### config.mk
export PLATFORM = sky130hd
export DESIGN_NAME = hazard_unit
export DESIGN_NICKNAME = d
export VERILOG_FILES = /design/src/rtl/hazard_unit.sv
export SDC_FILE = /design/constraint.sdc
export NUM_CORES = 1
export LEC_CHECK = 0
export ABC_CLOCK_PERIOD_IN_PS = 2650
export CAP_MARGIN = 10
export CORE_ASPECT_RATIO = 1.75
export CORE_UTILIZATION = 46
export CTS_CLUSTER_DIAMETER = 200
export DETAILED_ROUTE_END_ITERATION = 7
export PLACE_DENSITY = 0.8
export SKIP_LAST_GASP = 1
export SLEW_MARGIN = 20
export SYNTH_ARGS = -nofsm -noshare
export SYNTH_HDL_FRONTEND = slang
export SYNTH_SLANG_ARGS = --single-unit
export TNS_END_PERCENT = 20
### constraint.sdc
create_clock -name clk -period 2.65 [get_ports clk]
set_input_delay 0.53 -clock clk [delete_from_list [all_inputs] [get_ports clk]]
set_output_delay 0.53 -clock clk [all_outputs]
set_load 0.05 [all_outputs]
### src/rtl/hazard_unit.sv
// Pipeline hazard controller for the five-stage core.
// Produces operand forwarding selects, stage stall/flush controls, and
// tracks data-memory wait states with a timeout and a stall-cycle counter.
module hazard_unit #(
  parameter int MEM_TIMEOUT = 255,
  parameter int CNT_W       = 16
) (
  input  logic             clk,
  input  logic             rst,
  input  logic [4:0]       rsD,
  input  logic [4:0]       rtD,
  input  logic [4:0]       rsE,
  input  logic [4:0]       rtE,
  input  logic [4:0]       writeregE,
  input  logic [4:0]       writeregM,
  input  logic [4:0]       writeregW,
  input  logic             regwriteE,
  input  logic             regwriteM,
  input  logic             regwriteW,
  input  logic             memtoregE,
  input  logic             memtoregM,
  input  logic             pcsrcM,
  input  logic             memenM,
  input  logic             mem_ready,
  output logic [1:0]       forwardAE,
  output logic [1:0]       forwardBE,
  output logic             stallF,
  output logic             stallD,
  output logic             stallE,
  output logic             stallM,
  output logic             flushD,
  output logic             flushE,
  output logic             flushW,
  output logic             mem_err,
  output logic [CNT_W-1:0] stall_cnt
);

  typedef enum logic [1:0] {
    IDLE = 2'd0,
    WAIT = 2'd1,
    ERR  = 2'd2
  } state_t;

  // wcnt holds the number of consecutive not-ready cycles already completed,
  // so the cycle being evaluated is the (wcnt+1)-th one.
  localparam logic [15:0] TIMEOUT_M1 = 16'(MEM_TIMEOUT - 1);

  state_t           state_q, state_d;
  logic [15:0]      wcnt_q, wcnt_d;
  logic             mem_err_q, mem_err_d;
  logic [CNT_W-1:0] stall_cnt_q, stall_cnt_d;

  logic memstall;
  logic lwstall;
  logic mem_wait_now;

  // The M-stage load flag is part of the pipelined control bundle but no
  // hazard decision depends on it.
  logic unused_memtoregM;
  assign unused_memtoregM = memtoregM;

  // Select the forwarding source for one ALU operand; M beats W, r0 never forwards.
  function automatic logic [1:0] fwd_sel(
    input logic [4:0] src,
    input logic       rw_m,
    input logic [4:0] wr_m,
    input logic       rw_w,
    input logic [4:0] wr_w
  );
    if (rw_m && (wr_m != 5'd0) && (wr_m == src)) begin
      return 2'b10;
    end else if (rw_w && (wr_w != 5'd0) && (wr_w == src)) begin
      return 2'b01;
    end else begin
      return 2'b00;
    end
  endfunction

  // Operand forwarding for both Execute-stage sources.
  always_comb begin
    forwardAE = fwd_sel(rsE, regwriteM, writeregM, regwriteW, writeregW);
    forwardBE = fwd_sel(rtE, regwriteM, writeregM, regwriteW, writeregW);
  end

  // Hazard conditions and the prioritised stall/flush outputs.
  always_comb begin
    mem_wait_now = memenM & ~mem_ready;
    memstall     = mem_wait_now | (state_q == ERR);
    lwstall      = memtoregE & regwriteE & (writeregE != 5'd0) &
                   ((writeregE == rsD) | (writeregE == rtD));
    stallF = 1'b0;
    stallD = 1'b0;
    stallE = 1'b0;
    stallM = 1'b0;
    flushD = 1'b0;
    flushE = 1'b0;
    flushW = 1'b0;
    if (memstall) begin
      // Whole front of the pipe freezes; branch and load-use are re-seen later.
      stallF = 1'b1;
      stallD = 1'b1;
      stallE = 1'b1;
      stallM = 1'b1;
      flushW = 1'b1;
    end else if (pcsrcM) begin
      // Taken branch squashes the load-dependent instruction too.
      flushD = 1'b1;
      flushE = 1'b1;
    end else if (lwstall) begin
      stallF = 1'b1;
      stallD = 1'b1;
      flushE = 1'b1;
    end
  end

  // Next-state logic for the memory-wait tracker and the stall counter.
  always_comb begin
    state_d     = state_q;
    wcnt_d      = wcnt_q;
    mem_err_d   = mem_err_q;
    stall_cnt_d = stall_cnt_q;
    case (state_q)
      IDLE, WAIT: begin
        if (!mem_wait_now) begin
          // Access finished, never started, or was abandoned.
          state_d = IDLE;
          wcnt_d  = 16'd0;
        end else if (wcnt_q == TIMEOUT_M1) begin
          state_d   = ERR;
          mem_err_d = 1'b1;
        end else begin
          state_d = WAIT;
          wcnt_d  = wcnt_q + 16'd1;
        end
      end
      ERR: begin
        mem_err_d = 1'b1;
      end
      default: begin
        state_d = IDLE;
        wcnt_d  = 16'd0;
      end
    endcase
    if (stallF && (stall_cnt_q != {CNT_W{1'b1}})) begin
      stall_cnt_d = stall_cnt_q + 1'b1;
    end
  end

  // State registers with asynchronous active-low reset.
  always_ff @(posedge clk or negedge rst) begin
    if (!rst) begin
      state_q     <= IDLE;
      wcnt_q      <= 16'd0;
      mem_err_q   <= 1'b0;
      stall_cnt_q <= '0;
    end else begin
      state_q     <= state_d;
      wcnt_q      <= wcnt_d;
      mem_err_q   <= mem_err_d;
      stall_cnt_q <= stall_cnt_d;
    end
  end

  assign mem_err   = mem_err_q;
  assign stall_cnt = stall_cnt_q;

endmodule

==> results.yml, run 1 <==
cts:
  cts_buffer_depth: 2
  path_clk_slew_ns: 0.07
  hold_buffers: 0
  h-tree-depth: 2
  clock_sinks: 35
  clk_latency_ns: 0.29
  clockRootBuffer: "clkbuf_8"
  numCtsBuffers: 5
  cts_tree: "done"
min_path:
  min_from: "mem_err"
  hp-class: "register to register"
  hold_depth: 1
  min_to: "mem_err"
critical_path:
  worst-endpoint-arrival_ns: 2.11
  startpoint: "writeregE[3]"
  crit_path_cell_trace: "clkdlybuf4s50_1 > or4_4 > o211ai_4 > o311ai_4 > buf_12 > buf_12"
  reg2reg_depth: 5
  cp_max_fo: 6
  startpoint_type: "input port"
  reg2reg_to: "stall_cnt[1]"
  r2r_slack_ns: 0.58
  crit_type: "input port to output pin"
  critPathMaxStageDelay_ns: 0.50
  reg2reg_from: "stall_cnt[2]"
  cp_data_required_time_ns: 2.12
  worst_path_most_repeated_cell: "buf_12"
  crit_path_end_kind: "output pin"
  slowest_stage: "or4_4"
synth:
  syn_area_per_cell_um2: 9.54
  yosysWarnings: 0
  ys_seq_elements: 35
  synth_area_mm2: 0.00221
  synthCells: 232
  synth_cell_types: 34
  synth_fp_nets: 280
  ys_seq_area_share_pct: 39.6
  synth-edff-count: 0
  synthFlopType: "dfrtp_1"
  async_flop_share_pct: 100
sta:
  rsz0062_at_grt: "yes"
  max-slew-margin-rel_pct: 65.2
  setup_viol: 0
  tns_ns: 0
  hold_violations: 0
  fmax_mhz: 378
  finalCriticalPeriod_ns: 2.64
  fin_hold_ws_ns: 0.474
  post-route-period-util_pct: 99.7
  fin_worst_skew_ns: 0.00846
  slew_viol_final: 0
  timing_worst_slew_pin_value_ns: 0.520
global_route:
  grt_pass1_vias: 2134
  grt_max_degree: 36
  grtUsageTotal_pct: 25.6
  grt_antenna_before_repair: 0
  gr-total-overflow: 0
  grt_first_pass_wirelength_um: 9450
power:
  p_switching_uw: 281
  clock_power_share_pct: 40.9
  leakage_nw: 1.52
  p_seq_share_pct: 43.8
  intPower_uw: 942
  p_comb_share_pct: 15.3
  power.density_mw_per_mm2: 357
  vdd_drop_max_uv: 472
  switching_share_pct: 23.0
detailed_routing:
  drt_iter0_markers: 41
  drc_errors: 0
  via_count: 2077
  firstDrtPassIters: 4
  viasPerCell: 5.47
  drt-wirelength-per-cell_um: 15.6
  drt_wl_total_um: 5930
  ant_nets: 0
final_layout:
  final_cell_mix: "clkdlybuf4s50_1, dfrtp_1, xnor2_1"
  final_common_cell: "clkdlybuf4s50_1"
  drive_gt1_share_pct: 18.9
  antenna_cells: 0
  area_delta_synth_final_pct: 54.9
  nets: 375
  final_cell_count_no_fill: 380
  finalInstanceArea_mm2: 0.00343
  final_core_util_pct: 73.5
floorplan:
  io_pins: 73
  core_area_mm2: 0.00467
  dieArea_mm2: 0.00510
  die_y_um: 93.8
  dieWidth_um: 54.4
  start_util_pct: 47.4
  fp-row-count: 33
placed_design:
  place_inst: 371
  placed_area_mm2: 0.00324
  dp_hpwl_um: 4550
  gp_congestion: 0.832
  io_buffer_count: 71
run_status:
  status: "finished clean"
flow_run:
  drv_cap: 0
## synthesized netlist by cell type (5+ instances only)
| cell | n | area share [%] |
|---|---|---|
| nand3_1 | 11 | 2.5 |
| nor4_1 | 10 | 2.8 |
| nand2_1 | 11 | 1.9 |
| nor2_1 | 23 | 3.9 |
| inv_1 | 7 | 1.2 |
| nand4_1 | 13 | 3.7 |
| and3_1 | 13 | 3.7 |
| or4_1 | 5 | 1.7 |
| o21ai_0 | 7 | 1.6 |
| xnor2_1 | 30 | 12 |
| dfrtp_1 | 35 | 40 |
| xor2_1 | 25 | 9.9 |
## layout make-up
type / count / area, um^2
Clock inverter: 2 / 35.0
Tap cell: 52 / 65.1
Clock buffer: 6 / 82.6
Inverter: 7 / 26.3
Sequential cell: 35 / 876
Timing Repair Buffer: 97 / 1010
Fill cell: 341 / 1240
Multi-Input combinational cell: 181 / 1340
## metrics by stage
step                total power, mW  setup slack (ns)
floorplan                     0.603            -0.312
detailed placement            0.727            -0.262
global route                   1.26           -0.0202
global placement              0.723            -0.269
finish                         1.22           0.00667
CTS                            1.23           -0.0107
## state kept, by name, indices dropped and copies added (netlist names)
signal and cells:
mem_err 1, state_q 2, wcnt_q 16, stall_cnt 16
## timing repair
item | in CTS | in global routing
buffers inserted | 0 | 1
setup endpoints to repair | 6 | 7
pin swaps | 10 | 8
gates resized for setup | 23 | 10
cloned | 0 | 0
## worst max-delay path: cells and delay by family
| family | cells | cell delay [ns] |
|---|---|---|
| buffers and inverters | 3 | 0.72 |
| and+or+nand+nor | 1 | 0.50 |
| AOI/OAI and AO/OA | 2 | 0.35 |
## logic make-up (layout without fill, tap and decap cells)
kind of cell	after synthesis	after routing	synth area share [%]
AO/OA/AOI/OAI	14	14	5.26
XOR/XNOR	55	55	21.8
adder cells (fa/ha/maj)	3	3	1.70
AND/OR/NAND/NOR	107	107	26.9
multiplexers	2	2	1.02
flip-flops	35	35	39.6
buffers and inverters	16	112	3.84
## per-layer routing
metal | track usage [%] | routed length, um
met5 | 0 | 0
met4 | 9.19 | 139
met3 | 6.47 | 286
met2 | 48.2 | 3380
met1 | 24.8 | 2130
## power by group through the flow
stage               registers (mW)  logic [mW]  clock network [mW]
finish                       0.535       0.187               0.500
global route                 0.535       0.201               0.523
CTS                          0.535       0.187               0.504
detailed placement           0.546       0.181                   0
global placement             0.546       0.177                   0
floorplan                    0.546      0.0569                   0
## how the worst max path moves through the flow
stage	cells after the start	to
after floorplan	4	forwardBE[0]
after global placement	6	forwardBE[0]
after detailed placement	6	forwardBE[0]
after CTS	7	forwardBE[1]
after global routing	6	stallF
final	6	stallF
No activity file was read; power rests on OpenSTA's default activity.
==> inputs of run 2 (changes only) <==
- ABC_AREA: unset -> 1
- CORE_UTILIZATION: 46 -> 49
- PLACE_DENSITY: 0.8 -> 0.81
==> run 2 against run 1 <==
The flow now finishes with violations (DRC). Flip-flop and latch count unchanged. Critical endpoint is now forwardBE[0]. Synthesized cell count up 63%. Sequential power up 13%. Hold slack worse by 0.0082 ns. Clock skew down 0.0026 ns. Non-clock buffer count down 20. Highest routed layer unchanged. Register-to-register slack better by 0.19 ns. Largest cell class unchanged. Clock power down 15%.
==> results.yml, run 2 <==
floorplan:
  fp-row-count: 35
  die_y_um: 99.0
  start_util_pct: 50.6
  core_area_mm2: 0.00521
  dieArea_mm2: 0.00569
  io_pins: 73
  dieWidth_um: 57.4
synth:
  ys_seq_elements: 35
  ys_top_cells_by_area: "dfrtp_1, nand2_1, nand3_1, inv_1, xor2_1"
  synth_compound_area_share_pct: 6.17
  synth_top_cell_area_share_pct: 33.2
  syn_area_per_cell_um2: 6.96
  synth_simple_gate_area_share_pct: 38.5
  synth_fa_ha_area_share_pct: 1.42
  synthFlopType: "dfrtp_1"
  synthCells: 379
  synth-edff-count: 0
  synth_top_family_by_area: "simple AND/OR/NAND/NOR gates"
  synth.most_common_cell: "nand2_1"
  synthMuxAreaShare_pct: 0
  synth_area_mm2: 0.00264
  synth_cell_types: 33
  synth_fp_nets: 427
  async_flop_share_pct: 100
  yosys-top-cells-count: "nand2_1, inv_1, nand3_1"
  synth_xor_area_share_pct: 10.6
  synth_area_leader_cell: "dfrtp_1"
  yosysWarnings: 0
  ys_seq_area_share_pct: 33.2
cts:
  cts_tree: "done"
  cts_buffer_depth: 2
  clockRootBuffer: "clkbuf_8"
  path_clk_slew_ns: 0.06
  hold_buffers: 0
  clock_sinks: 35
  postCtsSetupBuffers: 0
  numCtsBuffers: 5
  h-tree-depth: 2
  clk_latency_ns: 0.29
global_route:
  grt_pass1_vias: 2521
  grt_antenna_before_repair: 0
  gr-total-overflow: 0
  grtUsageTotal_pct: 23.8
  grt_first_pass_wirelength_um: 10600
  grt_max_degree: 36
critical_path:
  cp_data_required_time_ns: 2.12
  startpoint_type: "input port"
  reg2reg_depth: 7
  worst-endpoint-arrival_ns: 2.03
  cp_max_fo: 3
  crit_path_end_kind: "output pin"
  crit_type: "input port to output pin"
placed_design:
  gp_congestion: 0.921
  io_buffer_count: 71
  dp_hpwl_um: 5230
  dp_slack_ns: 0.112
  place_inst: 505
sta:
  finalWorstSetupSlack_ns: 0.0901
  post-route-period-util_pct: 96.6
  hold_violations: 0
  timing_worst_slew_pin_value_ns: 0.528
  rsz0062_at_grt: "no"
  slew_viol_final: 0
  fin_worst_skew_ns: 0.00591
  setup_viol: 0
  max-slew-margin-rel_pct: 64.7
  finalCriticalPeriod_ns: 2.56
  fmax_mhz: 391
  fin_hold_ws_ns: 0.466
power:
  vdd_drop_max_uv: 401
  leakage_nw: 1.65
  power.density_mw_per_mm2: 415
detailed_routing:
  ant_nets: 0
  firstDrtPassIters: 6
  drt_wl_total_um: 6600
  via_count: 2685
  drt_iter0_markers: 106
  drt-wirelength-per-cell_um: 12.9
  drc_errors: 12
  viasPerCell: 5.23
final_layout:
  area_delta_synth_final_pct: 38.4
  fill_cells: 424
  final_cell_mix: "nand2_1, clkdlybuf4s50_1, inv_1"
  antenna_cells: 0
  nets: 505
  final_cell_count_no_fill: 513
  final_common_cell: "nand2_1"
  drive_gt1_share_pct: 11.4
min_path:
  hold_depth: 1
  hp-class: "register to register"
flow_run:
  drv_cap: 0
run_status:
  status: "finished with violations"
  violations: "DRC"
-- run 2: worst paths after layout --
path | startpoint | end | slack (ns)
max | writeregM[0] | forwardBE[0] | 0.09
min | mem_err | mem_err | 0.47
max reg2reg | stall_cnt[0] | stall_cnt[3] | 0.77
min reg2reg | mem_err | mem_err | 0.47
max in group asynchronous | rst | mem_err | 1.69
min in group asynchronous | rst | stall_cnt[14] | 0.64
-- run 2: layer usage --
metal / part of all wire [%] / global-route usage (%)
met1: 38 / 25.5
met2: 53 / 44.3
met4: 2.1 / 10.3
met3: 6.7 / 4.07
met5: 0 / 0
-- run 2: timing repair --
| action | in CTS | in global routing |
|---|---|---|
| endpoints found under the hold margin | 0 | 0 |
| resized for setup | 0 | 1 |
| setup endpoints to repair | 0 | 1 |
-- run 2: layout make-up --
class / count / area (um^2) / share of cell area (%)
Clock buffer: 8 / 100 / 2.74
Inverter: 58 / 223 / 6.10
Timing Repair Buffer: 77 / 866 / 23.7
Sequential cell: 35 / 876 / 24.0
Tap cell: 55 / 68.8 / 1.89
Multi-Input combinational cell: 280 / 1520 / 41.5
-- run 2: cell families after synthesis --
| group | count (synthesis) |
|---|---|
| simple gates | 217 |
| xor+xnor | 32 |
| flops | 35 |
| fa+ha+maj | 3 |
| compound gates | 28 |
| buf+inv | 64 |
-- run 2: per-stage QoR --
| step | instance area, um^2 | total power, mW | setup TNS (ns) | util [%] |
|---|---|---|---|---|
| 2_1_floorplan | 2650 | 0.885 | -0.0911 | - |
| 3_3_place_gp | 3550 | 1.09 | 0 | 68.0 |
| 3_5_place_dp | 3550 | 1.10 | 0 | 68.0 |
| 4_1_cts | 3650 | 1.53 | 0 | 70.0 |
| 5_1_grt | 3650 | 1.59 | 0 | 70.0 |
| 6_report | 3650 | 1.52 | 0 | 70.0 |
-- run 2: power by group --
group	switching, mW	internal (mW)
combinational	0.284	0.203
sequential	0.0367	0.566
clock	0.188	0.237
-- run 2: worst max-delay path, stage by stage --
cell	delay, ns
clkdlybuf4s50_1	0.47
nor2_1	0.17
nand2_1	0.06
o21ai_0	0.32
nor4_2	0.12
nor3_2	0.20
buf_12	0.17
==> edit (config.mk and constraints of run 1) <==
Encoding of `state_t`: now one-hot (3 bits for 3 states).
--- a/src/rtl/hazard_unit.sv
+++ b/src/rtl/hazard_unit.sv
@@ -35,10 +35,10 @@
   output logic [CNT_W-1:0] stall_cnt
 );
 
-  typedef enum logic [1:0] {
-    IDLE = 2'd0,
-    WAIT = 2'd1,
-    ERR  = 2'd2
+  typedef enum logic [2:0] {
+    IDLE = 3'b001,
+    WAIT = 3'b010,
+    ERR  = 3'b100
   } state_t;
 
   // wcnt holds the number of consecutive not-ready cycles already completed,
Behaviour: same outputs for any inputs over 10 cycles, from zero or initial values and one cycle with rst low; not proved beyond that.
==> edit against run 1 <==
  * The run now ends with negative setup slack left
  * Synthesized cell count rose by 2.2%
  * Design area rose by 3.9%
  * Largest cell class unchanged
  * Clock skew shrank 0.0033 ns
  * Sequential cell count increased by 1
  * Cell count grew 4.5%
  * Setup slack lost 0.052 ns
  * Global-route usage up 3.3 points
  * Synthesized area up 2.1%
  * Wire length is 14% higher
Power is not compared: it rests on default switching activity, and its combinational part moved more than twofold at a synthesized area within 25%.
==> edit: results (changes against run 1) <==
\begin{tabular}{lr}
\hline
Metric & Value \\
\hline
\multicolumn{2}{l}{\textbf{GRT}} \\
\quad Overall Global Routing Usage & 0.288 (was 0.256) \\
\multicolumn{2}{l}{\textbf{Finish}} \\
\quad \# nets final & 392 (was 375) \\
\quad Fraction of layout instances using a drive strength above 1 & 0.226 (was 0.189) \\
\multicolumn{2}{l}{\textbf{STA}} \\
\quad Final Skew & 0.00512 ns (was 0.00846 ns) \\
\quad Worst setup slack after layout & -0.0458 ns (was 0.00667 ns) \\
\quad Final setup fails & 2 (was 0) \\
\multicolumn{2}{l}{\textbf{Logic synthesis}} \\
\quad Synth Net Count & 285 (was 280) \\
\quad Proportion of synthesized chip area in sequential cells & 0.399 (was 0.396) \\
\quad Average footprint of a synthesized cell & 9.53 µm² (was 9.54 µm²) \\
\quad Largest cells by area after synthesis & dfrtp\_1, xor2\_1, xnor2\_1, nand3\_1, nor2\_1 (was dfrtp\_1, xnor2\_1, xor2\_1, nor2\_1, and3\_1) \\
\quad Most instantiated cells after synthesis & dfrtp\_1, xor2\_1, nand3\_1 (was dfrtp\_1, xnor2\_1, xor2\_1) \\
\quad Post-synthesis cell type count & 46 (was 34) \\
\multicolumn{2}{l}{\textbf{Place}} \\
\quad Number of cells in the design after placement & 384 (was 371) \\
\quad RePlAce Congestion & 0.830 (was 0.832) \\
\quad Detailed Place HPWL & 4910 µm (was 4550 µm) \\
\multicolumn{2}{l}{\textbf{Worst setup path}} \\
\quad Delay of the slowest cell on the worst path & 0.53 ns (was 0.50 ns) \\
\quad Biggest fanout along the worst timing path & 2 (was 6) \\
\quad Arrival time of data at the critical path endpoint & 2.17 ns (was 2.11 ns) \\
\quad Highest-delay cell along the critical path & or4\_1 (was or4\_4) \\
\multicolumn{2}{l}{\textbf{Detailed routing}} \\
\quad Overall via count from detail\_route & 2,232 (was 2,077) \\
\quad Met1 WL & 2300 µm (was 2130 µm) \\
\quad Total Wirelength & 6780 µm (was 5930 µm) \\
\quad Met2 wire len & 4030 µm (was 3380 µm) \\
\quad Detail Route met3 WL & 232 µm (was 286 µm) \\
\multicolumn{2}{l}{\textbf{Run status}} \\
\quad Outcome & finished with violations (was complete, no violations) \\
\quad Failing checks & negative setup slack \\
\multicolumn{2}{l}{\textbf{Clock network}} \\
\quad CTS Sinks & 36 (was 35) \\
\hline
\end{tabular}
-- edit: cells by family (layout without fill, tap and decap cells) --
| family | count (synthesis) | count (layout) | share of synthesized area |
|---|---|---|---|
| AOI/OAI and AO/OA | 22 | 22 | 0.0642 |
| xor gates and xnor gates | 54 | 54 | 0.209 |
| adders and majority gates | 3 | 3 | 0.0166 |
| buffers and inverters | 10 | 118 | 0.0249 |
| DFF | 36 | 36 | 0.399 |
| muxes | 3 | 3 | 0.0149 |
| and+or+nand+nor | 109 | 109 | 0.271 |
-- edit: layer usage --
layer  up-vias  track usage
met1      1095        0.259
met2        68        0.538
met5         -            0
li1       1050            -
met4         0        0.173
met3        19       0.0612
-- edit: timing repair --
item / 4_1_cts / 5_1_grt
buffers inserted: 2 / 3
endpoints found under the setup margin: 7 / 7
endpoints found under the hold margin: 0 / 0
pin swaps: 12 / 16
gates resized for setup: 23 / 21
gates cloned: 0 / 0
-- edit: worst max-delay path: cells and delay by family --
kind / cells / cell delay, ns
simple gates: 3 / 0.92
buf+inv: 3 / 0.54
compound gates: 1 / 0.16
-- edit: where the power goes --
part	total [mW]	internal, mW	switching (mW)
Clock	0.412	0.186	0.226
Sequential	0.658	0.597	0.0608
Combinational	0.610	0.261	0.349
-- edit: through the flow --
step                      area [µm²]   util  TNS [ns]  hold WS [ns]  worst slack, ns
after global placement          3320  0.706     -1.40         0.450           -0.273
final                           3560  0.757   -0.0774         0.471          -0.0458
after global routing            3560  0.757    -0.218         0.496          -0.0884
after CTS                       3480  0.740    -0.141         0.473          -0.0352
after detailed placement        3320  0.706     -1.82         0.453           -0.304
after floorplan                 2290      -    -0.312         0.234           -0.312
-- edit: final timing paths --
path	depth (start not counted)	to	slack [ns]	start
worst max-delay path	7	forwardAE[0]	-0.05	writeregM[1]
worst max register to register	9	stall_cnt[15]	0.47	state_q[1]
worst min register to register	1	mem_err	0.47	mem_err
max in group asynchronous	2	state_q[0]	1.66	rst
worst min-delay path	1	mem_err	0.47	mem_err
min in group asynchronous	2	stall_cnt[0]	0.63	rst
-- edit: layout make-up --
type                    count  area [µm²]
flip-flops and latches     36         902
clock inverters             3        23.8
multi-input cells         191        1410
inverters                   5        18.8
repair buffers            105        1070
fillers                   320        1140
well taps                  52        65.1
clock buffers               5        68.8
